## config.mk

```make
export PLATFORM = sky130hd
export DESIGN_NAME = dma_arbiter
export DESIGN_NICKNAME = d
export VERILOG_FILES = /design/src/rtl/dma_arbiter.sv
export SDC_FILE = /design/constraint.sdc
export NUM_CORES = 1
export LEC_CHECK = 0
export ABC_AREA = 1
export CELL_PAD_IN_SITES_DETAIL_PLACEMENT = 2
export CELL_PAD_IN_SITES_GLOBAL_PLACEMENT = 2
export CORE_ASPECT_RATIO = 1.5
export CORE_MARGIN = 2
export CORE_UTILIZATION = 17
export DETAILED_ROUTE_END_ITERATION = 10
export PLACE_DENSITY_LB_ADDON = 0.12
export SYNTH_ARGS = -nofsm -noshare
export SYNTH_HDL_FRONTEND = slang
export SYNTH_SLANG_ARGS = --single-unit
export TNS_END_PERCENT = 20
```

## constraint.sdc

```tcl
create_clock -name mclk -period 2.19 [get_ports mclk]
set_clock_uncertainty 0.1 [all_clocks]
set_input_delay 0.438 -clock mclk [delete_from_list [all_inputs] [get_ports mclk]]
set_output_delay 0.438 -clock mclk [all_outputs]
set_load 0.005 [all_outputs]
```

## src/rtl/dma_arbiter.sv

```systemverilog
// Two-master arbiter in front of the core DMA port: burst locking, fixed or
// round-robin priority, per-master masking, read-response routing and stall counters.
module dma_arbiter #(
   parameter logic [14:0] BASE_ADDR = 15'h0080,
   parameter int          DEC_WD    = 3
) (
   input  logic        mclk,
   input  logic        puc_rst,
   input  logic [13:0] per_addr,
   input  logic [15:0] per_din,
   input  logic        per_en,
   input  logic [1:0]  per_we,
   output logic [15:0] per_dout,
   input  logic [14:0] m0_addr,
   input  logic [14:0] m1_addr,
   input  logic [15:0] m0_din,
   input  logic [15:0] m1_din,
   input  logic        m0_en,
   input  logic        m1_en,
   input  logic [1:0]  m0_we,
   input  logic [1:0]  m1_we,
   input  logic        m0_priority,
   input  logic        m1_priority,
   output logic [15:0] m0_dout,
   output logic [15:0] m1_dout,
   output logic        m0_ready,
   output logic        m1_ready,
   output logic        m0_resp,
   output logic        m1_resp,
   output logic [14:0] dma_addr,
   output logic [15:0] dma_din,
   output logic        dma_en,
   output logic [1:0]  dma_we,
   output logic        dma_priority,
   input  logic [15:0] dma_dout,
   input  logic        dma_ready,
   input  logic        dma_resp
);

   typedef enum logic [1:0] {IDLE = 2'd0, LOCK0 = 2'd1, LOCK1 = 2'd2} state_t;

   state_t      state, state_nxt;
   logic        last_owner;
   logic        rr_en, m0_mask, m1_mask;
   logic [15:0] stall0, stall1;
   logic        rsp_owner, rsp_pending;
   logic        req0, req1, gnt_valid, gnt_id, accept_rd;
   logic        reg_sel, reg_wr, reg_rd;
   logic [1:0]  reg_idx;
   logic [15:0] rd_data;
   logic        unused_din;

   assign unused_din = ^per_din[15:3];

   assign reg_sel = per_en & (per_addr[13:DEC_WD-1] == BASE_ADDR[14:DEC_WD]);
   assign reg_idx = per_addr[DEC_WD-2:0];
   assign reg_wr  = reg_sel & (|per_we);
   assign reg_rd  = reg_sel & ~(|per_we);

   always_ff @(posedge mclk or posedge puc_rst) begin
      if (puc_rst)                        {m1_mask, m0_mask, rr_en} <= 3'b000;
      else if (reg_wr && reg_idx == 2'd0) {m1_mask, m0_mask, rr_en} <= per_din[2:0];
   end

   // A register write clears the counter even when an increment is due.
   always_ff @(posedge mclk or posedge puc_rst) begin
      if (puc_rst)                                        stall0 <= 16'h0000;
      else if (reg_wr && reg_idx == 2'd1)                 stall0 <= 16'h0000;
      else if (m0_en && !m0_ready && stall0 != 16'hFFFF) stall0 <= stall0 + 16'd1;
   end

   always_ff @(posedge mclk or posedge puc_rst) begin
      if (puc_rst)                                        stall1 <= 16'h0000;
      else if (reg_wr && reg_idx == 2'd2)                 stall1 <= 16'h0000;
      else if (m1_en && !m1_ready && stall1 != 16'hFFFF) stall1 <= stall1 + 16'd1;
   end

   // Requests are gated by reset so nothing reaches the core while it is held.
   assign req0 = m0_en & ~m0_mask & ~puc_rst;
   assign req1 = m1_en & ~m1_mask & ~puc_rst;

   always_comb begin
      gnt_valid = 1'b0;
      gnt_id    = 1'b0;
      if (state == LOCK0 && req0) begin
         gnt_valid = 1'b1;
         gnt_id    = 1'b0;
      end else if (state == LOCK1 && req1) begin
         gnt_valid = 1'b1;
         gnt_id    = 1'b1;
      end else if (req0 && req1) begin
         gnt_valid = 1'b1;
         gnt_id    = rr_en ? ~last_owner : 1'b0;
      end else if (req0) begin
         gnt_valid = 1'b1;
         gnt_id    = 1'b0;
      end else if (req1) begin
         gnt_valid = 1'b1;
         gnt_id    = 1'b1;
      end
      state_nxt = IDLE;
      if (gnt_valid) state_nxt = gnt_id ? LOCK1 : LOCK0;
   end

   always_ff @(posedge mclk or posedge puc_rst) begin
      if (puc_rst) begin
         state      <= IDLE;
         last_owner <= 1'b1;
      end else begin
         state <= state_nxt;
         if (gnt_valid) last_owner <= gnt_id;
      end
   end

   assign dma_en       = gnt_valid;
   assign dma_addr     = !gnt_valid ? 15'h0000 : (gnt_id ? m1_addr : m0_addr);
   assign dma_din      = !gnt_valid ? 16'h0000 : (gnt_id ? m1_din : m0_din);
   assign dma_we       = !gnt_valid ? 2'b00    : (gnt_id ? m1_we : m0_we);
   assign dma_priority = gnt_valid & (gnt_id ? m1_priority : m0_priority);
   assign m0_ready     = gnt_valid & ~gnt_id & dma_ready;
   assign m1_ready     = gnt_valid & gnt_id & dma_ready;

   // The owner is captured at acceptance, so a grant switch does not misroute data.
   assign accept_rd = gnt_valid & dma_ready & (dma_we == 2'b00);

   always_ff @(posedge mclk or posedge puc_rst) begin
      if (puc_rst) begin
         rsp_pending <= 1'b0;
         rsp_owner   <= 1'b0;
      end else begin
         rsp_pending <= accept_rd;
         if (accept_rd) rsp_owner <= gnt_id;
      end
   end

   assign m0_dout = (rsp_pending & ~rsp_owner) ? dma_dout : 16'h0000;
   assign m1_dout = (rsp_pending & rsp_owner)  ? dma_dout : 16'h0000;
   assign m0_resp = rsp_pending & ~rsp_owner & dma_resp;
   assign m1_resp = rsp_pending & rsp_owner & dma_resp;

   always_comb begin
      rd_data = 16'h0000;
      case (reg_idx)
         2'd0: rd_data = {13'h0000, m1_mask, m0_mask, rr_en};
         2'd1: rd_data = stall0;
         2'd2: rd_data = stall1;
         2'd3: rd_data = {12'h000, rsp_pending, rsp_owner, (state != IDLE), gnt_id};
         default: rd_data = 16'h0000;
      endcase
   end

   assign per_dout = (reg_rd & ~puc_rst) ? rd_data : 16'h0000;

endmodule

```

**Word-level counts from Yosys, hierarchy flattened**

Index checks and enable logic that the tools add are counted.

- Bitwise operators: 26
- Reductions and logical operators: 18
- Add/sub/neg operators: 2
- Eq/ne operators: 8
- Muxes and demuxes: 27

Operators with widths:

| operator | number |
|---|---|
| 2-to-1 mux 16 bit | 9 |
| one-hot mux 16 bit (4 select lines) | 1 |
| adder 16 x 1 -> 16 bit, second input constant | 2 |
| inequality test 16 bit, second input constant | 2 |
| 2-to-1 mux 15 bit | 2 |
| bitwise AND 1 bit | 19 |
| equality test 12 x 5 -> 1 bit, second input constant | 1 |
| 2-to-1 mux 1 bit | 11 |
| logical AND 1 bit | 10 |
| 2-to-1 mux 2 bit | 4 |
| inverter 1 bit | 7 |
| equality test 2 bit, second input constant | 3 |
| nonzero test 2 bit | 3 |
| equality test 2 x 1 -> 1 bit, second input constant | 2 |
| zero test 2 bit | 2 |
| zero test 1 bit | 2 |
| OR reduction 2 bit | 1 |

- Register bits after elaboration: 40

**Depth between registers and ports, before layout**

Gate-level depths: netlist (run 1).

- Word-level depth: 16
- Depth in mapped cells: 12
- Depth with buffers taken out: 11

**Worst setup path before layout (run 1)**

OpenSTA, ideal clock, no wires.

- Path type: in2out
- Start point: input puc_rst
- End point: output dma_addr[10]
- Arrival time: 1.842 ns
- Slack: -0.190 ns
- Stages: 9
- Buffers on the path: 2
- Cell sequence: inv_2 > nand2_2 > nor2_4 > nand3_2 > nand2_2 > inv_2 > buf_6 > buf_2 > a22o_1

- Word-level cells in the longest chain between the ends: 9
- Elaborated cells on any way between the ends: 17
- Classes of those cells: mux (11); bitwise (3); reduce/logical (3)

RTL lines:

| element | RTL line | source |
|---|---|---|
| from (decl) | 8 | `input logic puc_rst,` |
| inverter 1 bit (*) | 79, 80 |  |
| bitwise AND 1 bit | 80 | `assign req1 = m1_en & ~m1_mask & ~puc_rst;` |
| 2-to-1 mux 1 bit | 97 | `end else if (req1) begin` |
| 2-to-1 mux 1 bit | 94 | `end else if (req0) begin` |
| 2-to-1 mux 1 bit | 91 | `end else if (req0 && req1) begin` |
| 2-to-1 mux 1 bit | 88 | `end else if (state == LOCK1 && req1) begin` |
| 2-to-1 mux 1 bit | 85 | `if (state == LOCK0 && req0) begin` |
| 2-to-1 mux 15 bit | 116 | `assign dma_addr = !gnt_valid ? 15'h0000 : (gnt_id ? m1_addr : m0_addr);` |
| 2-to-1 mux 15 bit (*) | 116 |  |
| to (decl) | 30 | `output logic [14:0] dma_addr,` |

Every way passes the cells marked *; elsewhere a longest branch is shown, timed or not.

**Final worst setup path (run 1)**

- Start point: register last_owner
- End point: output m1_ready

- Word-level cells in the longest chain between the ends: 7

RTL lines:

| element | RTL line | source |
|---|---|---|
| from (decl) | 43 | `logic last_owner;` |
| from (signal assigned) | 111 | `if (gnt_valid) last_owner <= gnt_id;` |
| inverter 1 bit | 93 | `gnt_id = rr_en ? ~last_owner : 1'b0;` |
| 2-to-1 mux 1 bit | 93 |  |
| 2-to-1 mux 1 bit | 91 |  |
| 2-to-1 mux 1 bit | 88 |  |
| 2-to-1 mux 1 bit | 85 |  |
| bitwise AND 1 bit (2 in a row) | 121 | `assign m1_ready = gnt_valid & gnt_id & dma_ready;` |
| to (decl) | 27 | `output logic m1_ready,` |

No other way between the ends.

==> results of run 1 <==
==> power groups by stage <==
stage                     logic [mW]  registers [mW]  clock network, mW
after global routing            1.23           0.965              0.780
final                           1.12           0.946              0.728
after floorplan                0.438           0.919                  0
after global placement          1.01           0.940                  0
after detailed placement        1.04           0.947                  0
after CTS                       1.09           0.941              0.759
==> worst paths after layout <==
check / to / slack, ns / cells after the start
hold / removal: stall1[10]$_DFFE_PP0P_ / 0.29 / 3
max in group asynchronous: stall0[11]$_DFFE_PP0P_ / 1.30 / 3
hold reg to reg: last_owner$_DFFE_PP1P_ / 0.41 / 2
min in group mclk: last_owner$_DFFE_PP1P_ / 0.41 / 2
setup reg to reg: rsp_owner$_DFFE_PP0P_ / 0.02 / 14
setup / recovery: m1_ready / -0.27 / 10
==> cell families (layout without fill, tap and decap cells) <==
kind of cell	after synthesis	count (layout)
compound gates	57	57
other cells	0	1
fa+ha+maj	2	2
xor+xnor	28	28
flops	40	40
simple gates	297	297
buf+inv	74	342
==> flip-flops by register name, summed over array words and instances, names as in the netlist <==
signal / flops
last_owner: 1
rsp_owner: 1
state: 2
m1_mask: 1
rsp_pending: 1
stall1: 16
stall0: 16
m0_mask: 1
rr_en: 1
==> final cells by class <==
class / instances / share of cell area, %
Timing Repair Buffer: 284 / 39.9
Multi-Input combinational cell: 384 / 34.9
Clock inverter: 1 / 0.0749
Tap cell: 264 / 4.94
Sequential cell: 40 / 15.0
Antenna cell: 1 / 0.0374
Inverter: 50 / 3.07
Timing Repair inverter: 1 / 0.169
Clock buffer: 6 / 1.93
==> placed cells by master, fill, tap and decap left out, types with 4 or more instances in the layout <==
| cell type | count |
|---|---|
| sky130_fd_sc_hd__clkdlybuf4s50_1 | 102 |
| sky130_fd_sc_hd__nand2_1 | 101 |
| sky130_fd_sc_hd__nand3_1 | 61 |
| sky130_fd_sc_hd__nor2_1 | 59 |
| sky130_fd_sc_hd__buf_4 | 54 |
| sky130_fd_sc_hd__buf_2 | 47 |
| sky130_fd_sc_hd__inv_1 | 40 |
| sky130_fd_sc_hd__dfrtp_1 | 39 |
| sky130_fd_sc_hd__a22o_1 | 32 |
| sky130_fd_sc_hd__xor2_1 | 23 |
| sky130_fd_sc_hd__nand3b_1 | 21 |
| sky130_fd_sc_hd__dlygate4sd2_1 | 19 |
| sky130_fd_sc_hd__buf_6 | 15 |
| sky130_fd_sc_hd__nor2_2 | 13 |
| sky130_fd_sc_hd__buf_12 | 13 |
| sky130_fd_sc_hd__clkbuf_2 | 12 |
| sky130_fd_sc_hd__nand4_1 | 11 |
| sky130_fd_sc_hd__a21oi_2 | 11 |
| sky130_fd_sc_hd__nor2_4 | 8 |
| sky130_fd_sc_hd__nand2_2 | 8 |
| sky130_fd_sc_hd__clkbuf_16 | 8 |
| sky130_fd_sc_hd__dlymetal6s2s_1 | 8 |
| sky130_fd_sc_hd__inv_2 | 7 |
| sky130_fd_sc_hd__xnor2_1 | 5 |
| sky130_fd_sc_hd__nand2_4 | 4 |
| sky130_fd_sc_hd__buf_8 | 4 |
==> what timing repair did <==
action | in CTS | in global routing
cloned | 4 | 5
pin swaps | 25 | 22
hold buffers | 0 | 0
gates resized for setup | 293 | 70
setup buffers | 22 | 6
setup endpoints to repair | 100 | 74
==> worst max-delay path: stages (launching register included) <==
cell,delay [ns]
sky130_fd_sc_hd__dfstp_2,0.54
sky130_fd_sc_hd__nor2_2,0.06
sky130_fd_sc_hd__nand2_2,0.09
sky130_fd_sc_hd__buf_6,0.12
sky130_fd_sc_hd__nand3_4,0.10
sky130_fd_sc_hd__nand2_8,0.12
sky130_fd_sc_hd__clkinv_8,0.09
sky130_fd_sc_hd__buf_4,0.14
sky130_fd_sc_hd__nand2_4,0.07
sky130_fd_sc_hd__inv_2,0.04
sky130_fd_sc_hd__dlygate4sd2_1,0.25
==> per-layer routing <==
layer | GRT usage [%] | up-vias
met1 | 16.5 | 2240
met5 | 0 | -
met2 | 39.5 | 130
met4 | 4.31 | 2
li1 | - | 2178
met3 | 3.66 | 19
==> stage by stage <==
stage	std cells	cell area [µm²]	setup WS (ns)	total power [mW]
finish	1031	6680	-0.268	2.79
CTS	1022	6490	-0.267	2.79
floorplan	498	3480	0.0288	1.36
detailed placement	989	6160	-0.830	1.99
global route	1031	6680	-0.350	2.98
global placement	989	6160	-0.816	1.95
==> summary.md, run 1 <==
| Metric | Value |
|---|---|
| Status | `complete, but fails checks` |
| Violations in the final reports | `setup timing` |
| Root Driver | `sky130_fd_sc_hd__clkbuf_16` |
| Via count | `4569` |
| WL final | `20.3 mm` |
| RD Place Congestion | `0.776` |
| Tmin final | `2.46 ns` |
| Met1 routed wirelength after detailed routing | `6.52 mm` |
| Top-area cell type share of the netlist area | `28.0%` |
| Number of levels in the clock H-tree | `2` |
| Crit share post-route | `112%` |
| Clk network pwr share | `26.1%` |
| Share of power burned in combinational logic | `40.1%` |
| Filler cells | `2343` |
| Post-Synthesis Cells | `498` |
| Kind of start point of the critical path | `flip-flop` |
| Number of remaining DRC errors | `0` |
| Final hold violation count | `0` |
| Core Area | `20300 µm²` |
| Clock latency of the later-clocked register in the worst-skew pair | `0.29 ns` |
| Fraction of layout instances using a drive strength above 1 | `29.8%` |
| Number of primary I/O pins | `210` |
| Clock-pin slew of the registers on the worst-case setup and hold paths | `0.06 ns` |
| Avg Synthesized Cell Area | `6.99 µm²` |
| Total net switching power | `937 µW` |
| Count of flip-flops with a built-in enable after synthesis | `0` |
| Proportion of synthesized area in mux cells | `0%` |
| Average wire per standard cell | `19.7 µm` |
| Remaining antenna violation count after routing | `0` |
| Critical path capture point type | `output port` |
| Number of distinct library cell variants in the gate-level netlist after synthesis | `35` |
| Relative contribution of sequential cells to total power | `33.9%` |
| Number of setup violations in the final report | `37` |
| Worst hold-check path type | `primary input to asynchronous set/reset pin` |
| Total internal power | `1.86 mW` |
| Area added between synthesis and finish | `92.0%` |
| Input/output buffers | `196` |
| Adder-Cell Fraction of Synth Area | `0.719%` |
| Worst-path fanout max | `5` |
| Largest family of logic cells by synthesized area | `simple AND/OR/NAND/NOR gates` |
| Worst-case hold slack | `0.294 ns` |
| Register area share after synthesis | `28.8%` |
| Ratio of routed vias to standard cells | `4.43` |
| Dominant cell type by area after synthesis | `sky130_fd_sc_hd__dfrtp_1` |
| Crit path launch | `last_owner$_DFFE_PP1P_` |
| Initial cell density of the core | `17.2%` |
| Worst slew slack as a fraction of its limit | `61.1%` |
| Count of standard-cell rows | `64` |
| Leakage power figure | `3.32 nW` |
| Uppermost routed layer | `met5` |
| Total met3 wirelength after detailed routing | `1.18 mm` |
| Achievable Freq | `407 MHz` |
| Arrival time at the worst endpoint | `1.92 ns` |
| Number of search-and-repair iterations in the first detailed-routing pass | `4` |
| Detailed Route Iter0 Violations | `100` |
| Share of synthesized flip-flops with an asynchronous set or reset | `100%` |
| Final #Nets | `891` |
| Area taken by multi-input logic gates | `2330 µm²` |
| Via count of the first global-routing pass | `5139` |
| Routed wire length on met2 | `12.2 mm` |
| Combined global-route utilization of all metal layers | `18.2%` |
| Slew @ Worst Pin | `0.584 ns` |
| Start of the worst register-to-register path | `last_owner$_DFFE_PP1P_` |
| Sw Share | `33.5%` |
| Post-synthesis net count | `623` |
| Crit path kind | `flip-flop to output port` |
| Clock Tree Buf Depth | `2` |
| Clk sink count | `40` |
| Yosys reg bits | `40` |
| Setup repair after global routing missed its margin | `yes` |
| Post-synthesis share of cell area spent on and, or, nand and nor gates | `40.6%` |
| Die Area | `21700 µm²` |
| Compound-Gate Fraction of Synth Area | `12.7%` |
| Worst ir drop on vdd | `0.000310 V` |
| Detailed placement HPWL | `15.7 mm` |
| Global-route congestion overflow total | `0` |
| Number of max-capacitance violations reported | `0` |
| Pin count of the biggest net entering global routing | `41` |
| Prevailing post-synth register cell | `sky130_fd_sc_hd__dfrtp_1` |
| Warnings, synthesis | `0` |
| Fin util | `33.0%` |
| Xor/xnor share of the synthesized area | `7.05%` |
| Storage element area | `1000 µm²` |
| Final worst setup slack | `-0.268 ns` |
| Die width | `121 µm` |
| Ratio of total power to cell area | `418 nW/µm²` |
| Top cells by instance count after synthesis | `111 x sky130_fd_sc_hd__nand2_1, 74 x sky130_fd_sc_hd__nor2_1, 62 x sky130_fd_sc_hd__nand3_1, 43 x sky130_fd_sc_hd__inv_1, 39 x sky130_fd_sc_hd__dfrtp_1` |
| Initial antenna violation count | `2` |
| Dominant cell by count in the synthesized netlist | `sky130_fd_sc_hd__nand2_1` |
| Synth Cell Area | `3480 µm²` |
| Leading post-synthesis cells by cell area | `sky130_fd_sc_hd__dfrtp_1 28%, sky130_fd_sc_hd__nand2_1 12%, sky130_fd_sc_hd__nand3_1 8.9%` |
| Max Transition Viols Final | `0` |
| First-pass GRT wire length | `30.1 mm` |
| Final setup TNS | `-7.51 ns` |
| Clock tree from TritonCTS | `done` |
| Die Y-Extent | `179 µm` |
| Number of CTS-inserted buffers | `5` |
| CP Data Required Time | `1.65 ns` |
(Power assumes the default switching activity.)
==> run 2, diff against run 1 <==
- CTS_CLUSTER_SIZE: not set -> 20
- PLACE_DENSITY_LB_ADDON: 0.12 -> 0.1
==> summary.md, run 2 (synthesis gave the netlist of run 1 again) <==
| Metric | Value |
|---|---|
| Average wire per standard cell | `19.4 µm` |
| Worst-path fanout max | `8` |
| Final worst setup slack | `-0.237 ns` |
| Combined global-route utilization of all metal layers | `18.4%` |
| Number of search-and-repair iterations in the first detailed-routing pass | `4` |
| Setup repair after global routing missed its margin | `yes` |
| Worst hold-check path type | `primary input to asynchronous set/reset pin` |
| Fraction of layout instances using a drive strength above 1 | `28.2%` |
| Critical path buffer and inverter count | `5` |
| Number of remaining DRC errors | `0` |
| CP Data Required Time | `1.65 ns` |
| Arrival time at the worst endpoint | `1.89 ns` |
| Largest registers in the final layout | `stall0: 16 flops, stall1: 16 flops, state: 2 flops` |
| WL final | `19.9 mm` |
| Input/output buffers | `196` |
| Clock tree from TritonCTS | `done` |
| Slack of the worst reg-to-reg path | `0.16 ns` |
| Most common cell after layout, fill and taps aside | `sky130_fd_sc_hd__clkdlybuf4s50_1` |
| Core Area | `20300 µm²` |
| Die Y-Extent | `179 µm` |
| Cell at the slowest stage of the critical path | `sky130_fd_sc_hd__dfstp_2` |
| Number of max-capacitance violations reported | `0` |
| Status | `complete, but fails checks` |
| Root Driver | `sky130_fd_sc_hd__clkbuf_16` |
| Final hold violation count | `0` |
| Detailed placement HPWL | `15.6 mm` |
| Post-route insts no fill | `1024` |
| Commonest cells after routing, fill and taps aside | `101 x sky130_fd_sc_hd__clkdlybuf4s50_1, 100 x sky130_fd_sc_hd__nand2_1, 61 x sky130_fd_sc_hd__nor2_1` |
| Tmin final | `2.43 ns` |
| Clk sink count | `40` |
| First-pass GRT wire length | `30.3 mm` |
| Violations in the final reports | `setup timing` |
| Leakage power figure | `3.19 nW` |
| Slew @ Worst Pin | `0.595 ns` |
| Worst ir drop on vdd | `0.000282 V` |
| Count of standard-cell rows | `64` |
| Global-route congestion overflow total | `0` |
| Die width | `121 µm` |
| Kind of start point of the critical path | `flip-flop` |
| Maximum cell stage delay along the critical path | `0.54 ns` |
| Number of primary I/O pins | `210` |
| Initial antenna violation count | `1` |
| Critical-path cell list | `nor2_2 > nand2_2 > buf_6 > nand3_4 > nand2_4 > inv_4 > buf_12 > buf_12 > a22o_1 > buf_2` |
| Crit share post-route | `111%` |
| Achievable Freq | `412 MHz` |
| Clock-pin slew of the registers on the worst-case setup and hold paths | `0.06 ns` |
| Max Transition Viols Final | `0` |
| Crit path kind | `flip-flop to output port` |
| Fin util | `32.6%` |
| Critical Path Most Common Cell | `sky130_fd_sc_hd__buf_12` |
| Number of instances in the placed design | `988` |
| Clock latency of the later-clocked register in the worst-skew pair | `0.30 ns` |
| Number of CTS-inserted buffers | `5` |
| Pin count of the biggest net entering global routing | `41` |
| Initial cell density of the core | `17.2%` |
| Number of setup violations in the final report | `36` |
| Number of stages on the worst setup path | `10` |
| Placement Cell Area | `6140 µm²` |
| Final #Nets | `883` |
| Ratio of total power to cell area | `426 nW/µm²` |
| Length in cells of the worst reg-to-reg path | `14` |
| RD Place Congestion | `0.749` |
| Worst flop-to-flop path endpoint | `rsp_owner$_DFFE_PP0P_` |
| Ratio of routed vias to standard cells | `4.45` |
| Die Area | `21700 µm²` |
| Remaining antenna violation count after routing | `0` |
| Critical path capture point type | `output port` |
| Cell area after layout | `6610 µm²` |
| Worst slew slack as a fraction of its limit | `60.4%` |
| Number of levels in the clock H-tree | `2` |
| Top cell family by delay on the critical path | `buffers and inverters` |
| Clock Tree Buf Depth | `2` |
| Filler cells | `2347` |
| Start of the worst register-to-register path | `last_owner$_DFFE_PP1P_` |
| Via count of the first global-routing pass | `5014` |
| Post-layout total power | `2.82 mW` |
| Worst-case hold slack | `0.278 ns` |
| Area added between synthesis and finish | `89.8%` |
| Via count | `4558` |
| Detailed Route Iter0 Violations | `103` |
## run 2: metrics by stage
stage	setup TNS, ns	worst slack, ns
floorplan	0	0.0288
global placement	-47.19	-0.788
detailed placement	-52.12	-0.819
CTS	-8.27	-0.289
global route	-9.55	-0.285
finish	-6.77	-0.237
## run 2: layout make-up
type                    count  area, µm²  share of cell area (%)
clock buffers               8        146                    2.22
diodes                      1       2.50                  0.0379
well taps                 264        330                    5.00
multi-input cells         384       2320                    35.2
repair buffers            277       2610                    39.5
flip-flops and latches     40       1000                    15.2
inverters                  50        195                    2.96
## run 2: power breakdown
part	total [mW]	switching [mW]	leakage (nW)	internal, mW
sequential	0.947	0.120	0.534	0.827
combinational	1.08	0.496	2.59	0.588
clock	0.785	0.329	0.0712	0.456
total	2.82	0.945	3.19	1.87
## run 2: worst max-delay path by stage
| stage | to | start | slack (ns) |
|---|---|---|---|
| 3_3_place_gp | per_dout[8] | per_addr[6] | -0.79 |
| 4_1_cts | dma_din[12] | last_owner$_DFFE_PP1P_ | -0.29 |
| 2_1_floorplan | dma_addr[10] | puc_rst | 0.03 |
| 6_report | dma_din[12] | last_owner$_DFFE_PP1P_ | -0.24 |
| 3_5_place_dp | dma_din[12] | puc_rst | -0.82 |
| 5_1_grt | dma_din[12] | last_owner$_DFFE_PP1P_ | -0.28 |
## run 2: what timing repair did
item,4_1_cts,5_1_grt
hold endpoints to repair,0,0
setup buffers,22,1
pin swaps,39,18
gates resized for setup,329,27
cloned,7,0
setup endpoints to repair,87,74
hold buffers,0,0
## run 2: worst reg2reg max path: cells and delay by family, from the launching register on
family	cells	cell delay [ns]
buffers and inverters	6	0.65
and+or+nand+nor	7	0.48
DFF	1	0.54
AOI/OAI and AO/OA	1	0.14
## run 2: routing by layer
metal  vias up  GRT usage, %  part of all wire [%]
li1       2166             -                     -
met2       137          38.4                    58
met3         9          3.91                   6.5
met4         0          4.02                  0.93
met5         -             0                     0
met1      2246          17.7                    34
